<file path="src/rtl/seg7_reader.sv">
// seg7_reader: active-low 7-segment pattern to hex nibble, with settle filter.
// Define SEG7_BLANK_EN to treat 0x7F (all segments off) as a silent blank.
module seg7_reader #(
  parameter int STABLE_CYCLES = 4,
  parameter int CNT_W         = 3
) (
  input  logic        clock,
  input  logic        resetn,
  input  logic [6:0]  seg_in,
  input  logic        seg_strobe,
  output logic [3:0]  nib_out,
  output logic        nib_valid,
  input  logic        nib_ready,
  output logic        err,
  output logic [15:0] digits,
  output logic        busy
);

  localparam logic [1:0] IDLE   = 2'd0;
  localparam logic [1:0] SETTLE = 2'd1;
  localparam logic [1:0] EMIT   = 2'd2;

  logic [1:0]       state_q, state_d;
  logic [6:0]       cap_q, cap_d;
  logic [CNT_W-1:0] cnt_q, cnt_d;
  logic [CNT_W-1:0] cnt_inc;
  logic [3:0]       nib_q, nib_d;
  logic             valid_q, valid_d;
  logic             err_q, err_d;
  logic [15:0]      dig_q, dig_d;
  logic             legal;
  logic [3:0]       dec;
  logic             blank;

  always_comb begin
    legal = 1'b1;
    dec   = 4'h0;
    case (cap_q)
      7'h40: dec = 4'h0;
      7'h79: dec = 4'h1;
      7'h24: dec = 4'h2;
      7'h30: dec = 4'h3;
      7'h19: dec = 4'h4;
      7'h12: dec = 4'h5;
      7'h02: dec = 4'h6;
      7'h78: dec = 4'h7;
      7'h00: dec = 4'h8;
      7'h10: dec = 4'h9;
      7'h08: dec = 4'hA;
      7'h03: dec = 4'hB;
      7'h46: dec = 4'hC;
      7'h21: dec = 4'hD;
      7'h06: dec = 4'hE;
      7'h0E: dec = 4'hF;
      default: legal = 1'b0;
    endcase
  end

`ifdef SEG7_BLANK_EN
  assign blank = (cap_q == 7'h7F);
`else
  assign blank = 1'b0;
`endif

  assign cnt_inc = cnt_q + 1'b1;

  always_comb begin
    state_d = state_q;
    cap_d   = cap_q;
    cnt_d   = cnt_q;
    nib_d   = nib_q;
    valid_d = valid_q;
    err_d   = 1'b0;
    dig_d   = dig_q;
    unique case (state_q)
      IDLE: begin
        if (seg_strobe) begin
          cap_d   = seg_in;
          cnt_d   = CNT_W'(1);
          state_d = SETTLE;
        end
      end
      SETTLE: begin
        if (seg_in != cap_q) begin
          cap_d = seg_in;
          cnt_d = CNT_W'(1);
        end else if (cnt_inc < CNT_W'(STABLE_CYCLES)) begin
          cnt_d = cnt_inc;
        end else if (legal) begin
          nib_d   = dec;
          valid_d = 1'b1;
          state_d = EMIT;
        end else begin
          err_d   = ~blank;
          state_d = IDLE;
        end
      end
      EMIT: begin
        if (nib_ready) begin
          dig_d   = {dig_q[11:0], nib_q};
          valid_d = 1'b0;
          state_d = IDLE;
        end
      end
      default: begin
        valid_d = 1'b0;
        state_d = IDLE;
      end
    endcase
  end

  always_ff @(posedge clock or negedge resetn) begin
    if (!resetn) begin
      state_q <= IDLE;
      cap_q   <= '0;
      cnt_q   <= '0;
      nib_q   <= '0;
      valid_q <= 1'b0;
      err_q   <= 1'b0;
      dig_q   <= '0;
    end else begin
      state_q <= state_d;
      cap_q   <= cap_d;
      cnt_q   <= cnt_d;
      nib_q   <= nib_d;
      valid_q <= valid_d;
      err_q   <= err_d;
      dig_q   <= dig_d;
    end
  end

  assign nib_out   = nib_q;
  assign nib_valid = valid_q;
  assign err       = err_q;
  assign digits    = dig_q;
  assign busy      = (state_q != IDLE);

endmodule
</file>
<file path="config.mk">
export PLATFORM = sky130hd
export DESIGN_NAME = seg7_reader
export DESIGN_NICKNAME = d
export VERILOG_FILES = /design/src/rtl/seg7_reader.sv
export SDC_FILE = /design/constraint.sdc
export NUM_CORES = 1
export LEC_CHECK = 0
export ABC_AREA = 1
export CORE_ASPECT_RATIO = 0.5
export CORE_MARGIN = 2
export CORE_UTILIZATION = 33
export DETAILED_ROUTE_END_ITERATION = 12
export PLACE_DENSITY = 0.63
export SLEW_MARGIN = 20
export SYNTH_ARGS = -nofsm -noshare
export SYNTH_HDL_FRONTEND = slang
export SYNTH_SLANG_ARGS = --single-unit
</file>
<file path="constraint.sdc">
create_clock -name clock -period 3.3 [get_ports clock]
set_input_delay 0.495 -clock clock [delete_from_list [all_inputs] [get_ports clock]]
set_output_delay 0.495 -clock clock [all_outputs]
set_load 0.01 [all_outputs]
</file>
## Yosys cells after proc, flatten, opt, wreduce, memory -nomap -nowiden

Index checks and enable logic that the tools add are counted.
W data, S select, Z words.

| cells by class | value |
|---|---|
| add/subtract/negate cells | 1 |
| $mul | 0 |
| divide/modulo/power cells | 0 |
| $lt $le $gt $ge | 1 |
| eq/ne operators | 25 |
| shift-type cells | 0 |
| multiplexer cells | 24 |
| bitwise gates (word level) | 3 |
| reduce and logical (&&, ||, !) cells | 11 |

Operator list:

| operator | count |
|---|---|
| $pmux W4 S15 | 1 |
| $eq A7 B7 Y1 const B | 4 |
| $eq A7 B5 Y1 const B | 3 |
| $eq A7 B6 Y1 const B | 3 |
| $reduce_or A16 Y1 | 1 |
| $eq A7 B2 Y1 const B | 2 |
| $eq A7 B4 Y1 const B | 2 |
| $mux W7 | 2 |
| $pmux W7 S2 | 1 |
| $ne A2 B2 Y1 const B | 6 |
| $mux W2 | 5 |
| $mux W1 | 9 |
| $mux W3 | 3 |
| $reduce_and A4 Y1 | 2 |
| $eq A7 B3 Y1 const B | 1 |
| $logic_not A7 Y1 | 1 |
| $ne A7 B7 Y1 | 1 |
| $pmux W2 S3 | 1 |
| $pmux W3 S2 | 1 |
| $reduce_and A3 Y1 | 2 |
| $reduce_and A5 Y1 | 1 |
| $reduce_bool A2 Y1 | 2 |
| $add A3 B1 Y3 const B | 1 |
| $lt A3 B3 Y1 const B | 1 |
| other kinds (7) | 9 |

| storage, ports and cells | value |
|---|---|
| register bits after elaboration | 34 |
| bits in latches | 0 |
| bits in writable memories | 0 |
| memory bits (read-only) | 0 |
| bits of input ports | 11 |
| output and inout port bits | 23 |
| memories kept | 0 |

## Longest topological paths before layout

| logic depth | value |
|---|---|
| depth in word-level cells | 7 |
| depth in mapped cells | 12 |

## Worst setup path before layout

No wires, ideal clock.

| timing path | value |
|---|---|
| path kind | input -> register |
| from | input seg_in[3] |
| to | register nib_q[2], in the netlist nib_out[2] |
| arrival | 1.298 ns |
| data required time | 3.176 ns |
| slack | 1.878 ns |
| cell stages on the path | 8 |
| path through | xnor2_1 > nand2_1 > nor2_2 > nand3_1 > nor2_2 > nand2_4 > nand2_1 > o21ai_1 |

| on the way | value |
|---|---|
| cells in the longest elaborated chain, start to end | 3 |

Ends and longest elaborated chain:

| element | line | text |
|---|---|---|
| start, declared | 9 | `input logic [6:0] seg_in,` |
| $ne A7 B7 Y1 | 84 | `if (seg_in != cap_q) begin` |
| $not A1 Y1 (no source line) | -- |  |
| $reduce_and A4 Y1 (no source line) | -- |  |
| end signal, assigned | 125 | `nib_q <= nib_d;` |
| end, declared | 27 | `logic [3:0] nib_q, nib_d;` |

No other way between the ends.
A chain may end at the register's enable or synchronous reset.

## Final worst setup path

| timing path | value |
|---|---|
| from | register state_q[1] |
| to | output busy |

| on the way | value |
|---|---|
| cells in the longest elaborated chain, start to end | 1 |

Ends and longest elaborated chain:

| element | line | text |
|---|---|---|
| start, declared | 23 | `logic [1:0] state_q, state_d;` |
| start signal, assigned | 122 | `state_q <= state_d;` |
| $reduce_bool A2 Y1 | 136 | `assign busy = (state_q != IDLE);` |
| end, declared | 16 | `output logic busy` |

No other way between the ends.

==> results.py <==
metrics = {
    "outcome": {
        "status": "completed",
    },
    "route": {
        "antenna_left": 0,
        "wl_met1_um": 1800,
        "via_count": 1474,
        "wl_met3_um": 156,
        "top_layer_used": "met4",
        "routed_wirelength_um": 3480,
        "post-route-drc-count": 0,
        "route.met2.wl_um": 1460,
        "drtIter0Drc": 66,
        "firstDrtPassIters": 4,
        "via_per_inst": 4.44,
        "drt-wirelength-per-cell_um": 10.5,
    },
    "sta": {
        "fin_ws_ps": 1380,
        "rsz0062_at_grt": "no",
        "finalHoldViolCount": 0,
        "fin_worst_skew_ps": 5.04,
        "final.setup.tns_ps": 0,
        "fin_crit_sh_pct": 58.3,
        "relSlewSlack_pct": 70.5,
        "setup_violations": 0,
        "worst_slew_pin_slew_ps": 442,
        "finalMaxSlewViolations": 0,
        "fmax_mhz": 520,
        "timing.hold.ws_ps": 486,
        "fin_crit_ps": 1920,
    },
    "finish": {
        "fillCellCount": 510,
        "final_cell_area_um2": 2300,
        "drive_gt1_share_pct": 13.0,
        "antenna_cells": 0,
        "stdcell_count": 332,
        "areaGrowthSynthToFinish_pct": 31.2,
        "nets": 273,
        "final_cell_mix": "nand2_1 (56), dfrtp_1 (34), clkdlybuf4s50_1 (33), nor2_1 (27), inv_1 (20)",
        "final_common_cell": "nand2_1",
    },
    "clocking": {
        "post_cts_buffers": 0,
        "clockBufferDepth": 2,
        "cts_tree": "yes",
        "cts-buffers-inserted": 5,
        "cts_resized": 0,
        "cts_hold_buf": 0,
        "root_buffer": "clkbuf_8",
        "htreeDepth": 2,
        "cts.sinks": 34,
        "insertion_delay_ps": 290,
        "clkTransAtPathRegs_ps": 70,
    },
    "setup_path": {
        "worst-path-stages": 3,
        "crit_end": "busy",
        "path_class": "reg2out",
        "worst-r2r-setup-slack_ps": 1710,
        "reg2reg_depth": 8,
        "startpoint": "state_q[1]",
        "reg2reg_to": "nib_out[0]",
        "path_delay_family": "buffers and inverters",
        "crit_fanout": 4,
        "start_kind": "register",
        "r2r-start": "cap_q[2]",
        "worstSetupEndpointType": "primary output",
        "max_stage_delay_ps": 490,
        "slowest_stage": "clkdlybuf4s50_1",
        "critPathBufInv": 2,
        "crit_chain": "nor2_1 > inv_1 > clkdlybuf4s50_1",
        "crit_required_ps": 2800,
        "cp_data_arrival_time_ps": 1430,
    },
    "die": {
        "core-area_um2": 5020,
        "die_x_um": 107,
        "dieArea_um2": 5960,
        "rows": 18,
        "ios": 34,
        "initial_core_util_pct": 35.0,
        "die_h_um": 55.6,
    },
    "yosys": {
        "synth.mux.area_fraction_pct": 0.641,
        "yosysSeqAreaShare_pct": 48.4,
        "synth_compound_area_share_pct": 8.26,
        "yosys.area_share.xor_xnor_pct": 3.99,
        "synth_top_family_by_area": "simple AND/OR/NAND/NOR gates",
        "syn_nets": 235,
        "ys_warn_count": 0,
        "synthAdderAreaFrac_pct": 0.712,
        "netlist_area_um2": 1760,
        "synthSimpleGateAreaFrac_pct": 31.1,
        "ys_seq_elements": 34,
        "yosys.cell_types.count": 24,
        "synthCells": 223,
        "synth_area_per_cell_um2": 7.88,
    },
    "grt": {
        "grt_pass1_wl_um": 5810,
        "antenna_found_initial": 0,
        "grt_max_degree": 35,
        "grt_pass1_vias": 1291,
        "grtUsageTotal_pct": 12.4,
        "grt_overflow": 0,
    },
    "pwr": {
        "peakVddDrop_mv": 0.307,
        "p_per_area_nw_per_um2": 910,
        "p_leak_uw": 0.00112,
    },
    "min_path": {
        "min_from": "digits[14]",
        "min_path_type": "reg2reg",
    },
    "placed_design": {
        "placed_area_um2": 2170,
        "dpl_worst_slack_ps": 1220,
        "finalWeightedCongestion": 0.834,
        "dp.cells": 324,
        "numPortBuffers": 33,
        "dp_hpwl_um": 2600,
    },
    "job": {
        "maxCapViolCount": 0,
    },
}
## worst min-delay path, delay by kind of cell, from the launching register on
| family | cells | cell delay, ps |
|---|---|---|
| DFF | 1 | 340 |
| and+or+nand+nor | 1 | 50 |
| AOI/OAI and AO/OA | 1 | 60 |
## report_power, final
group          switching, uW  leakage [uW]  internal (uW)  total, uW
logic                    502      0.000645            407        909
registers                139      0.000410            577        716
clock network            169     0.0000683            303        471
total                    810       0.00112           1290       2100
## stage by stage
| stage | total power (uW) | util, % |
|---|---|---|
| after floorplan | 1290 | - |
| after global placement | 1620 | 43.1 |
| after detailed placement | 1640 | 43.1 |
| after CTS | 2120 | 45.9 |
| after global routing | 2260 | 45.9 |
| final | 2100 | 45.9 |
## final cells by class
| type | count | area, um^2 | share of cell area, % |
|---|---|---|---|
| Multi-Input combinational cell | 159 | 786 | 34.1 |
| Tap cell | 70 | 87.6 | 3.80 |
| Sequential cell | 34 | 851 | 36.9 |
| Clock buffer | 5 | 68.8 | 2.99 |
| Timing Repair Buffer | 35 | 345 | 15.0 |
| Clock inverter | 3 | 68.8 | 2.99 |
| Inverter | 26 | 97.6 | 4.23 |
## synth_stat cells
library cell	count	area, um^2
nand3_4	1	17.5
xnor2_1	6	52.6
nand3_2	1	10.0
nor2_4	1	11.3
ha_1	1	12.5
nor2_2	8	50.1
nor2_1	27	101
o21ai_1	11	55.1
nor3_1	7	35.0
o21ai_0	8	40.0
dfrtp_1	34	851
nand2_2	4	25.0
nand2_1	56	210
nand2_4	1	11.3
nand4_1	3	18.8
nand3_1	10	50.1
mux2_2	1	11.3
a21oi_1	10	50.1
buf_6	1	11.3
xor2_1	2	17.5
or2_2	1	6.26
inv_1	20	75.1
clkbuf_1	3	11.3
inv_2	6	22.5
## logic make-up (layout without fill, tap and decap cells)
kind of cell,after synthesis,after routing
AND/OR/NAND/NOR,120,120
flip-flops,34,34
buffers and inverters,30,69
AO/OA/AOI/OAI,29,29
XOR/XNOR,8,8
adder cells (fa/ha/maj),1,1
multiplexers,1,1
## registers in the layout (all words and copies together), names as in the netlist
register and count:
state_q 2, cnt_q 3, cap_q 7, digits 16, nib_valid 1, nib_out 4
err 1
## per-layer routing
| layer | GRT usage, % | vias up |
|---|---|---|
| met1 | 17.5 | 659 |
| met3 | 3.51 | 5 |
| li1 | - | 778 |
| met5 | 0 | - |
| met4 | 5.57 | 0 |
| met2 | 17.7 | 32 |
## worst min-delay path by stage
stage                     slack (ps)         end  depth (start not counted)
after global routing             510  digits[14]                          2
after detailed placement         470  digits[13]                          2
after floorplan                  200    cap_q[0]                          0
after CTS                        490  digits[14]                          2
final                            490  digits[14]                          2
after global placement           470  digits[14]                          2
(Power assumes the default switching activity.)
